[config.mk]
export PLATFORM = sky130hd
export DESIGN_NAME = checksum_frame_ctrl_flat
export DESIGN_NICKNAME = d
export VERILOG_FILES = /design/src/rtl/checksum_frame_ctrl_pkg.sv /design/src/rtl/checksum_frame_ctrl_if.sv /design/src/rtl/checksum_frame_ctrl_fletcher_accum.sv /design/src/rtl/checksum_frame_ctrl.sv /design/src/flat_wrapper.sv
export SDC_FILE = /design/constraint.sdc
export NUM_CORES = 1
export LEC_CHECK = 0
export BUFFER_PORTS_ARGS = -buffer_cell sky130_fd_sc_hd__buf_2
export CAP_MARGIN = 20
export CORE_MARGIN = 3
export CORE_UTILIZATION = 46
export CTS_BUF_LIST = sky130_fd_sc_hd__clkbuf_4 sky130_fd_sc_hd__clkbuf_8
export DETAILED_ROUTE_END_ITERATION = 10
export HOLD_SLACK_MARGIN = 0.02
export MAX_ROUTING_LAYER = met4
export PLACE_DENSITY_LB_ADDON = 0.1
export SKIP_CTS_REPAIR_TIMING = 1
export SLEW_MARGIN = 30
export SYNTH_ARGS = -nofsm -noshare
export SYNTH_HDL_FRONTEND = slang
export SYNTH_SLANG_ARGS = --single-unit
[constraint.sdc]
create_clock -name clk -period 8.9 [get_ports clk]
set_clock_uncertainty 0.05 [all_clocks]
set_input_delay 2.67 -clock clk [delete_from_list [all_inputs] [get_ports clk]]
set_output_delay 2.67 -clock clk [all_outputs]
set_load 0.01 [all_outputs]
[src/rtl/checksum_frame_ctrl_pkg.sv]
// Shared types and constants for the Fletcher-style checksum framer.
package checksum_frame_ctrl_pkg;

  localparam int DEF_WORD_WIDTH = 16;
  localparam int DEF_LEN_WIDTH  = 16;
  localparam int unsigned MODULUS = (1 << DEF_WORD_WIDTH) - 1;

  typedef enum logic [1:0] {
    IDLE    = 2'd0,
    PAYLOAD = 2'd1,
    EMIT_A  = 2'd2,
    EMIT_B  = 2'd3
  } state_e;

endpackage

[src/rtl/checksum_frame_ctrl_if.sv]
// Payload input stream and framed output stream of checksum_frame_ctrl.
interface checksum_frame_ctrl_if #(
  parameter int WordWidth = checksum_frame_ctrl_pkg::DEF_WORD_WIDTH
);

  logic                 in_valid;
  logic                 in_ready;
  logic [WordWidth-1:0] in_data;
  logic                 out_valid;
  logic                 out_ready;
  logic [WordWidth-1:0] out_data;
  logic                 out_last;

  modport slave (
    input  in_valid, in_data, out_ready,
    output in_ready, out_valid, out_data, out_last
  );

  modport master (
    output in_valid, in_data, out_ready,
    input  in_ready, out_valid, out_data, out_last
  );

endinterface

[src/rtl/checksum_frame_ctrl_fletcher_accum.sv]
// Running A/B sums modulo 2^WordWidth-1 using end-around carry addition.
module fletcher_accum #(
  parameter int WordWidth = 16
) (
  input  logic                 clk,
  input  logic                 rst_n,
  input  logic                 clear,
  input  logic                 en,
  input  logic [WordWidth-1:0] din,
  output logic [WordWidth-1:0] a,
  output logic [WordWidth-1:0] b
);

  // Carry folds back into bit 0; the result can never overflow again.
  function automatic logic [WordWidth-1:0] add1c(input logic [WordWidth-1:0] x,
                                                 input logic [WordWidth-1:0] y);
    logic [WordWidth:0] s;
    s = {1'b0, x} + {1'b0, y};
    return s[WordWidth-1:0] + {{(WordWidth-1){1'b0}}, s[WordWidth]};
  endfunction

  logic [WordWidth-1:0] a_next;
  logic [WordWidth-1:0] b_next;

  assign a_next = add1c(a, din);
  assign b_next = add1c(b, a_next);

  always_ff @(posedge clk or negedge rst_n) begin
    if (!rst_n) begin
      a <= '0;
      b <= '0;
    end else if (clear) begin
      a <= '0;
      b <= '0;
    end else if (en) begin
      a <= a_next;
      b <= b_next;
    end
  end

endmodule

[src/rtl/checksum_frame_ctrl.sv]
// Frames a payload stream and appends Fletcher A/B checksum words.
// Optional receive-side verification via CHECKSUM_FRAME_CTRL_VERIFY_EN.
//  state   | meaning
//  IDLE    | waiting for start
//  PAYLOAD | forwarding len payload words, accumulating A/B
//  EMIT_A  | presenting A (verify: consuming received A)
//  EMIT_B  | presenting B with last (verify: consuming received B)
module checksum_frame_ctrl
  import checksum_frame_ctrl_pkg::*;
#(
  parameter int WordWidth = DEF_WORD_WIDTH,
  parameter int LenWidth  = DEF_LEN_WIDTH
) (
  input  logic                clk,
  input  logic                rst_n,
  input  logic                start,
  input  logic [LenWidth-1:0] len,
`ifdef CHECKSUM_FRAME_CTRL_VERIFY_EN
  input  logic                verify,
  output logic                match,
  output logic                match_valid,
`endif
  checksum_frame_ctrl_if.slave bus,
  output logic                busy,
  output logic                done
);

  localparam logic [LenWidth-1:0]  CountOne = LenWidth'(1);
  localparam logic [WordWidth-1:0] AllOnes  = '1;

  state_e               state_q, state_d;
  logic [LenWidth-1:0]  count_q, count_d;
  logic [WordWidth-1:0] pay_data_q, pay_data_d;
  logic                 pay_valid_q, pay_valid_d;
  logic                 done_q, done_d;
  logic                 acc_clear, acc_en;
  logic [WordWidth-1:0] acc_a, acc_b, sum_a, sum_b;
  logic                 in_ready_c, out_valid_c, out_last_c;
  logic [WordWidth-1:0] out_data_c;
`ifdef CHECKSUM_FRAME_CTRL_VERIFY_EN
  logic verify_q, verify_d, pay_last_q, pay_last_d;
  logic rx_a_ok_q, rx_a_ok_d, match_q, match_d, match_valid_q, match_valid_d;
`endif

  fletcher_accum #(.WordWidth(WordWidth)) u_accum (
    .clk   (clk),
    .rst_n (rst_n),
    .clear (acc_clear),
    .en    (acc_en),
    .din   (bus.in_data),
    .a     (acc_a),
    .b     (acc_b)
  );

  // All-ones is the second encoding of zero in ones-complement arithmetic.
  assign sum_a = (acc_a == AllOnes) ? '0 : acc_a;
  assign sum_b = (acc_b == AllOnes) ? '0 : acc_b;

  always_ff @(posedge clk or negedge rst_n) begin
    if (!rst_n) begin
      state_q     <= IDLE;
      count_q     <= '0;
      pay_data_q  <= '0;
      pay_valid_q <= 1'b0;
      done_q      <= 1'b0;
`ifdef CHECKSUM_FRAME_CTRL_VERIFY_EN
      verify_q      <= 1'b0;
      pay_last_q    <= 1'b0;
      rx_a_ok_q     <= 1'b0;
      match_q       <= 1'b0;
      match_valid_q <= 1'b0;
`endif
    end else begin
      state_q     <= state_d;
      count_q     <= count_d;
      pay_data_q  <= pay_data_d;
      pay_valid_q <= pay_valid_d;
      done_q      <= done_d;
`ifdef CHECKSUM_FRAME_CTRL_VERIFY_EN
      verify_q      <= verify_d;
      pay_last_q    <= pay_last_d;
      rx_a_ok_q     <= rx_a_ok_d;
      match_q       <= match_d;
      match_valid_q <= match_valid_d;
`endif
    end
  end

  always_comb begin
    state_d     = state_q;
    count_d     = count_q;
    pay_data_d  = pay_data_q;
    pay_valid_d = pay_valid_q && !bus.out_ready;
    done_d      = 1'b0;
    acc_clear   = 1'b0;
    acc_en      = 1'b0;
    in_ready_c  = 1'b0;
    out_valid_c = pay_valid_q;
    out_data_c  = pay_data_q;
    out_last_c  = 1'b0;
`ifdef CHECKSUM_FRAME_CTRL_VERIFY_EN
    verify_d      = verify_q;
    pay_last_d    = pay_last_q;
    rx_a_ok_d     = rx_a_ok_q;
    match_d       = match_q;
    match_valid_d = 1'b0;
    out_last_c    = pay_valid_q && pay_last_q;
`endif
    case (state_q)
      IDLE: begin
        if (start) begin
          acc_clear = 1'b1;
          count_d   = len;
          state_d   = (len == '0) ? EMIT_A : PAYLOAD;
`ifdef CHECKSUM_FRAME_CTRL_VERIFY_EN
          verify_d  = verify;
`endif
        end
      end
      PAYLOAD: begin
        in_ready_c = !pay_valid_q || bus.out_ready;
        if (bus.in_valid && in_ready_c) begin
          acc_en      = 1'b1;
          pay_data_d  = bus.in_data;
          pay_valid_d = 1'b1;
          count_d     = count_q - CountOne;
`ifdef CHECKSUM_FRAME_CTRL_VERIFY_EN
          pay_last_d  = verify_q && (count_q == CountOne);
`endif
          if (count_q == CountOne) state_d = EMIT_A;
        end
      end
      // Checksum words wait until the final payload word has drained.
      EMIT_A: begin
`ifdef CHECKSUM_FRAME_CTRL_VERIFY_EN
        if (verify_q) begin
          in_ready_c = 1'b1;
          if (bus.in_valid) begin
            rx_a_ok_d = (bus.in_data == sum_a);
            state_d   = EMIT_B;
          end
        end else
`endif
        if (!pay_valid_q) begin
          out_valid_c = 1'b1;
          out_data_c  = sum_a;
          if (bus.out_ready) state_d = EMIT_B;
        end
      end
      EMIT_B: begin
`ifdef CHECKSUM_FRAME_CTRL_VERIFY_EN
        if (verify_q) begin
          in_ready_c = 1'b1;
          if (bus.in_valid) begin
            match_d       = rx_a_ok_q && (bus.in_data == sum_b);
            match_valid_d = 1'b1;
            done_d        = 1'b1;
            state_d       = IDLE;
          end
        end else
`endif
        if (!pay_valid_q) begin
          out_valid_c = 1'b1;
          out_data_c  = sum_b;
          out_last_c  = 1'b1;
          if (bus.out_ready) begin
            done_d  = 1'b1;
            state_d = IDLE;
          end
        end
      end
      default: state_d = IDLE;
    endcase
  end

  assign bus.in_ready  = in_ready_c;
  assign bus.out_valid = out_valid_c;
  assign bus.out_data  = out_data_c;
  assign bus.out_last  = out_last_c;
  assign busy          = (state_q != IDLE);
  assign done          = done_q;
`ifdef CHECKSUM_FRAME_CTRL_VERIFY_EN
  assign match         = match_q;
  assign match_valid   = match_valid_q;
`endif

endmodule

[src/flat_wrapper.sv]
// flat-port wrapper written by rule: the top's interface ports become plain ports
module checksum_frame_ctrl_flat import checksum_frame_ctrl_pkg::*;
#(
  parameter int WordWidth = DEF_WORD_WIDTH,
  parameter int LenWidth  = DEF_LEN_WIDTH
)
  (clk, rst_n, start, len, busy, done, bus_in_valid, bus_in_data, bus_out_ready, bus_in_ready, bus_out_valid, bus_out_data, bus_out_last);
  checksum_frame_ctrl_if #(.WordWidth(WordWidth)) bus_i ();
  input  logic clk;
  input  logic rst_n;
  input  logic start;
  input  logic [LenWidth-1:0] len;
  output logic busy;
  output logic done;
  input wire logic [$bits(bus_i.in_valid)-1:0] bus_in_valid;
  input wire logic [$bits(bus_i.in_data)-1:0] bus_in_data;
  input wire logic [$bits(bus_i.out_ready)-1:0] bus_out_ready;
  output wire logic [$bits(bus_i.in_ready)-1:0] bus_in_ready;
  output wire logic [$bits(bus_i.out_valid)-1:0] bus_out_valid;
  output wire logic [$bits(bus_i.out_data)-1:0] bus_out_data;
  output wire logic [$bits(bus_i.out_last)-1:0] bus_out_last;
  assign bus_i.in_valid = bus_in_valid;
  assign bus_i.in_data = bus_in_data;
  assign bus_i.out_ready = bus_out_ready;
  assign bus_in_ready = bus_i.in_ready;
  assign bus_out_valid = bus_i.out_valid;
  assign bus_out_data = bus_i.out_data;
  assign bus_out_last = bus_i.out_last;
  checksum_frame_ctrl #(.WordWidth(WordWidth), .LenWidth(LenWidth)) u_core (.clk(clk), .rst_n(rst_n), .start(start), .len(len), .bus(bus_i), .busy(busy), .done(done));
endmodule
==> flow_metrics.env <==
export IMPL_run_status="complete, no violations"
export IMPL_postSynthRegisterBits=68
export IMPL_layout_drive_gt1_share_pct=26.68
export IMPL_area_growth_pct=21.96
export IMPL_via_count=5448
export IMPL_synth_top_cells_by_area="sky130_fd_sc_hd__dfrtp_1 (30%), sky130_fd_sc_hd__ha_1 (9.6%), sky130_fd_sc_hd__xnor2_1 (4.5%)"
export IMPL_critical_path_slowest_cell="sky130_fd_sc_hd__or3_4"
export IMPL_summed_area_of_non_filler_cells_in_the_final_layout_sq_um=6830
export IMPL_postPlaceCellArea_sq_um=6499
export IMPL_io_pins=58
export IMPL_leakagePower_nw=3.169
export IMPL_number_of_port_buffers=57
export IMPL_syn_inst=625
export IMPL_antenna_found_initial=0
export IMPL_power_ir_vdd_worst_mv=0.1987
export IMPL_h_tree_levels=3
export IMPL_ys_async_sr_fraction_pct=100.0
export IMPL_antenna_diode_count=0
export IMPL_synth_compound_area_share_pct=25.85
export IMPL_layout_min_cycle_time_ns=8.517
export IMPL_global_route_usage_met1_pct=34.45
export IMPL_regToRegStartpoint="u_core.u_accum.a[0]"
export IMPL_p_per_area_nw_per_um2=388.6
export IMPL_detailed_route_wl_mm=16.78
export IMPL_dp_hpwl_mm=12.63
export IMPL_cp_required_ns=9.09
export IMPL_multi_input_area_sq_um=3775
export IMPL_initial_core_util_pct=48.02
export IMPL_synth_fp_nets=707
export IMPL_synthMuxAreaShare_pct=3.552
export IMPL_grt_util_all_layers_pct=26.26
export IMPL_max_clock_path_buffers=2
export IMPL_worst_ep_arrival_time_ns=8.71
export IMPL_design_core_area_sq_um=11660
export IMPL_synth_cell_type_count=72
export IMPL_detail_route_vias_per_cell=6.128
export IMPL_groute_layer_met3_usage_pct=3.731
export IMPL_cp_startpoint="bus_in_data[0]"
export IMPL_max_stage_delay_ns=0.43
export IMPL_floorplan_die_area_sq_um=13540
export IMPL_timing_setup_tns_ns=0
export IMPL_synthAdderAreaFrac_pct=10.32
export IMPL_final_fill_count=1069
export IMPL_synth_simple_area_share_pct=18.45
export IMPL_global_route_overflow_total=0
export IMPL_max_freq_ghz=0.1174
export IMPL_die_height_um=116.3
export IMPL_fp_dieW_um=116.3
export IMPL_yosysTopAreaCellShare_pct=30.38
export IMPL_post_synth_top_count_cell="sky130_fd_sc_hd__dfrtp_1"
export IMPL_insertion_delay_ns=0.36
export IMPL_synth_warnings=0
export IMPL_worst_setup_ep_type="register"
export IMPL_wire_length_of_the_first_global_routing_pass_mm=26.92
export IMPL_met2_usage_pct=41.15
export IMPL_setup_worst_path_end="u_core.u_accum.b[15]"
export IMPL_synth_cell_count_leaders="sky130_fd_sc_hd__dfrtp_1 (68), sky130_fd_sc_hd__nand2_1 (47), sky130_fd_sc_hd__ha_1 (43)"
export IMPL_min_period_over_period_pct=95.69
export IMPL_drv_cap=0
export IMPL_design_final_nets=823
export IMPL_regArea_sq_um=1702
export IMPL_yosysSeqAreaShare_pct=30.38
export IMPL_r2r_slack_ns=2.33
export IMPL_largest_net_degree_at_the_start_of_global_routing=69
export IMPL_finalHoldViolCount=0
export IMPL_detail_route_iter0_violations=536
export IMPL_wl_per_cell_um=18.88
export IMPL_hold_class="register to register"
export IMPL_globalRoute_busiestLayer="met2"
export IMPL_worst_slew_margin_rel_pct=36.34
export IMPL_setup_violations_final=0
export IMPL_drt_pre_antenna_iters=9
export IMPL_ff2ff_path_depth=32
export IMPL_post_route_drc_count=0
export IMPL_dp_worst_setup_slack_ns=-0.4627
export IMPL_first_global_vias=5332
export IMPL_synth_enable_flop_cells=0
export IMPL_synth_largest_area_cell="sky130_fd_sc_hd__dfrtp_1"
export IMPL_path_max_fanout=4
export IMPL_crit_reg2reg_capture="u_core.u_accum.b[15]"
export IMPL_worst_path_most_repeated_cell="sky130_fd_sc_hd__ha_1"
export IMPL_synth_xor_xnor_area_share_pct=7.328
export IMPL_tritoncts_clock_tree="yes"
export IMPL_numCtsBuffers=9
export IMPL_post_synth_instance_area_sq_um=5600
export IMPL_ys_dominant_reg_cell="sky130_fd_sc_hd__dfrtp_1"
export IMPL_cts_reportedPaths_clkPinSlew_ns=0.08
export IMPL_crit_path_start_kind="primary input"
export IMPL_gp_congestion=0.9094
export IMPL_drtAntennaViolNets=0
export IMPL_clock_sinks=68
export IMPL_post_synth_cell_area_avg_sq_um=8.961
export IMPL_slew_violations=0
export IMPL_total_number_of_placement_rows=39
export IMPL_timing_worst_slew_pin_value_ns=0.9526
export IMPL_clock_root_buffer="sky130_fd_sc_hd__clkbuf_8"
export IMPL_final_critical_path_setup_slack_ns=0.3834
export IMPL_path_class="primary input to register"
export IMPL_synth_top_family_by_area="compound AO/OA/AOI/OAI gates"
routing by layer:
layer | share of wire, % | wire length [um]
met1 | 46 | 7640
met2 | 46 | 7699
met3 | 5.7 | 963
met4 | 2.9 | 481
met5 | 0 | 0
kinds of logic after synthesis:
family / Yosys count
compound gates: 200
simple gates: 188
flops: 68
buf+inv: 60
xor+xnor: 46
fa+ha+maj: 45
mux: 18
stage by stage:
step / hold slack, ns / total power [W] / cells / utilization (%)
2_1_floorplan: 0.3988 / 0.001738 / 625 / -
3_3_place_gp: 0.4400 / 0.002288 / 868 / 55.68
3_5_place_dp: 0.4501 / 0.002325 / 868 / 55.72
4_1_cts: 0.4712 / 0.002612 / 884 / 57.49
5_1_grt: 0.4915 / 0.002885 / 889 / 58.57
6_report: 0.4682 / 0.002654 / 889 / 58.57
sequential cells by signal, indices dropped and copies added, names as in the netlist:
register            flops
u_core.count_q         16
u_core.pay_data_q      16
u_core.done             1
u_core.u_accum.a       16
u_core.state_q          2
u_core.u_accum.b       16
u_core.pay_valid_q      1
worst min path at each step:
stage	cells past startpoint	slack, ns	endpoint	startpoint
floorplan	2	0.40	u_core.pay_data_q[1]	u_core.pay_data_q[1]
global placement	1	0.44	u_core.pay_data_q[8]	u_core.pay_data_q[8]
detailed placement	1	0.45	u_core.pay_data_q[11]	u_core.pay_data_q[11]
CTS	1	0.47	u_core.pay_data_q[8]	u_core.pay_data_q[8]
global route	1	0.49	u_core.pay_data_q[10]	u_core.pay_data_q[10]
finish	2	0.47	u_core.pay_data_q[1]	u_core.pay_data_q[1]
worst max-delay path: cells and delay by family:
family | cells | cell delay [ns]
XOR/XNOR | 1 | 0.18
AND/OR/NAND/NOR | 12 | 2.33
adder cells (fa/ha/maj) | 5 | 1.23
buffers and inverters | 3 | 0.33
AO/OA/AOI/OAI | 12 | 1.94
cell type report:
type / count / share of cell area, %
multi-input cells: 497 / 55.27
flip-flops and latches: 68 / 24.91
repair buffers: 130 / 12.25
well taps: 143 / 2.620
clock buffers: 12 / 2.326
inverters: 35 / 1.923
clock inverters: 4 / 0.6961
cells in the final DEF (no fill, tap or decap), types with 4 or more instances in the layout:
| cell type | instances |
|---|---|
| sky130_fd_sc_hd__mux2_2 | 15 |
| sky130_fd_sc_hd__and3_1 | 4 |
| sky130_fd_sc_hd__a2111oi_0 | 4 |
| sky130_fd_sc_hd__xor2_1 | 16 |
| sky130_fd_sc_hd__and2_1 | 4 |
| sky130_fd_sc_hd__inv_1 | 35 |
| sky130_fd_sc_hd__o211ai_1 | 5 |
| sky130_fd_sc_hd__o21ai_0 | 38 |
| sky130_fd_sc_hd__or3_1 | 4 |
| sky130_fd_sc_hd__a211oi_1 | 7 |
| sky130_fd_sc_hd__xnor2_1 | 27 |
| sky130_fd_sc_hd__clkbuf_8 | 11 |
| sky130_fd_sc_hd__nand4_1 | 17 |
| sky130_fd_sc_hd__nand2b_1 | 9 |
| sky130_fd_sc_hd__a22o_1 | 20 |
| sky130_fd_sc_hd__dfrtp_1 | 68 |
| sky130_fd_sc_hd__o21a_1 | 5 |
| sky130_fd_sc_hd__buf_2 | 57 |
| sky130_fd_sc_hd__buf_4 | 72 |
| sky130_fd_sc_hd__nor4_1 | 7 |
| sky130_fd_sc_hd__a21o_1 | 18 |
| sky130_fd_sc_hd__nand2_1 | 46 |
| sky130_fd_sc_hd__nor2b_1 | 4 |
| sky130_fd_sc_hd__a21oi_1 | 28 |
| sky130_fd_sc_hd__nand3_1 | 24 |
| sky130_fd_sc_hd__nor3b_1 | 4 |
| sky130_fd_sc_hd__a222oi_1 | 15 |
| sky130_fd_sc_hd__ha_1 | 42 |
| sky130_fd_sc_hd__nor3_1 | 19 |
| sky130_fd_sc_hd__or4_1 | 9 |
| sky130_fd_sc_hd__nor2_1 | 17 |
| sky130_fd_sc_hd__a31oi_1 | 4 |
| sky130_fd_sc_hd__o22ai_1 | 17 |
where the power goes:
| part | switching [W] | internal, W |
|---|---|---|
| combinational | 0.000982 | 0.000814 |
| sequential | 0.000148 | 0.000437 |
| clock | 0.000127 | 0.000147 |
| total | 0.00126 | 0.00140 |
Note: power is estimated with default switching activity, not from simulation.
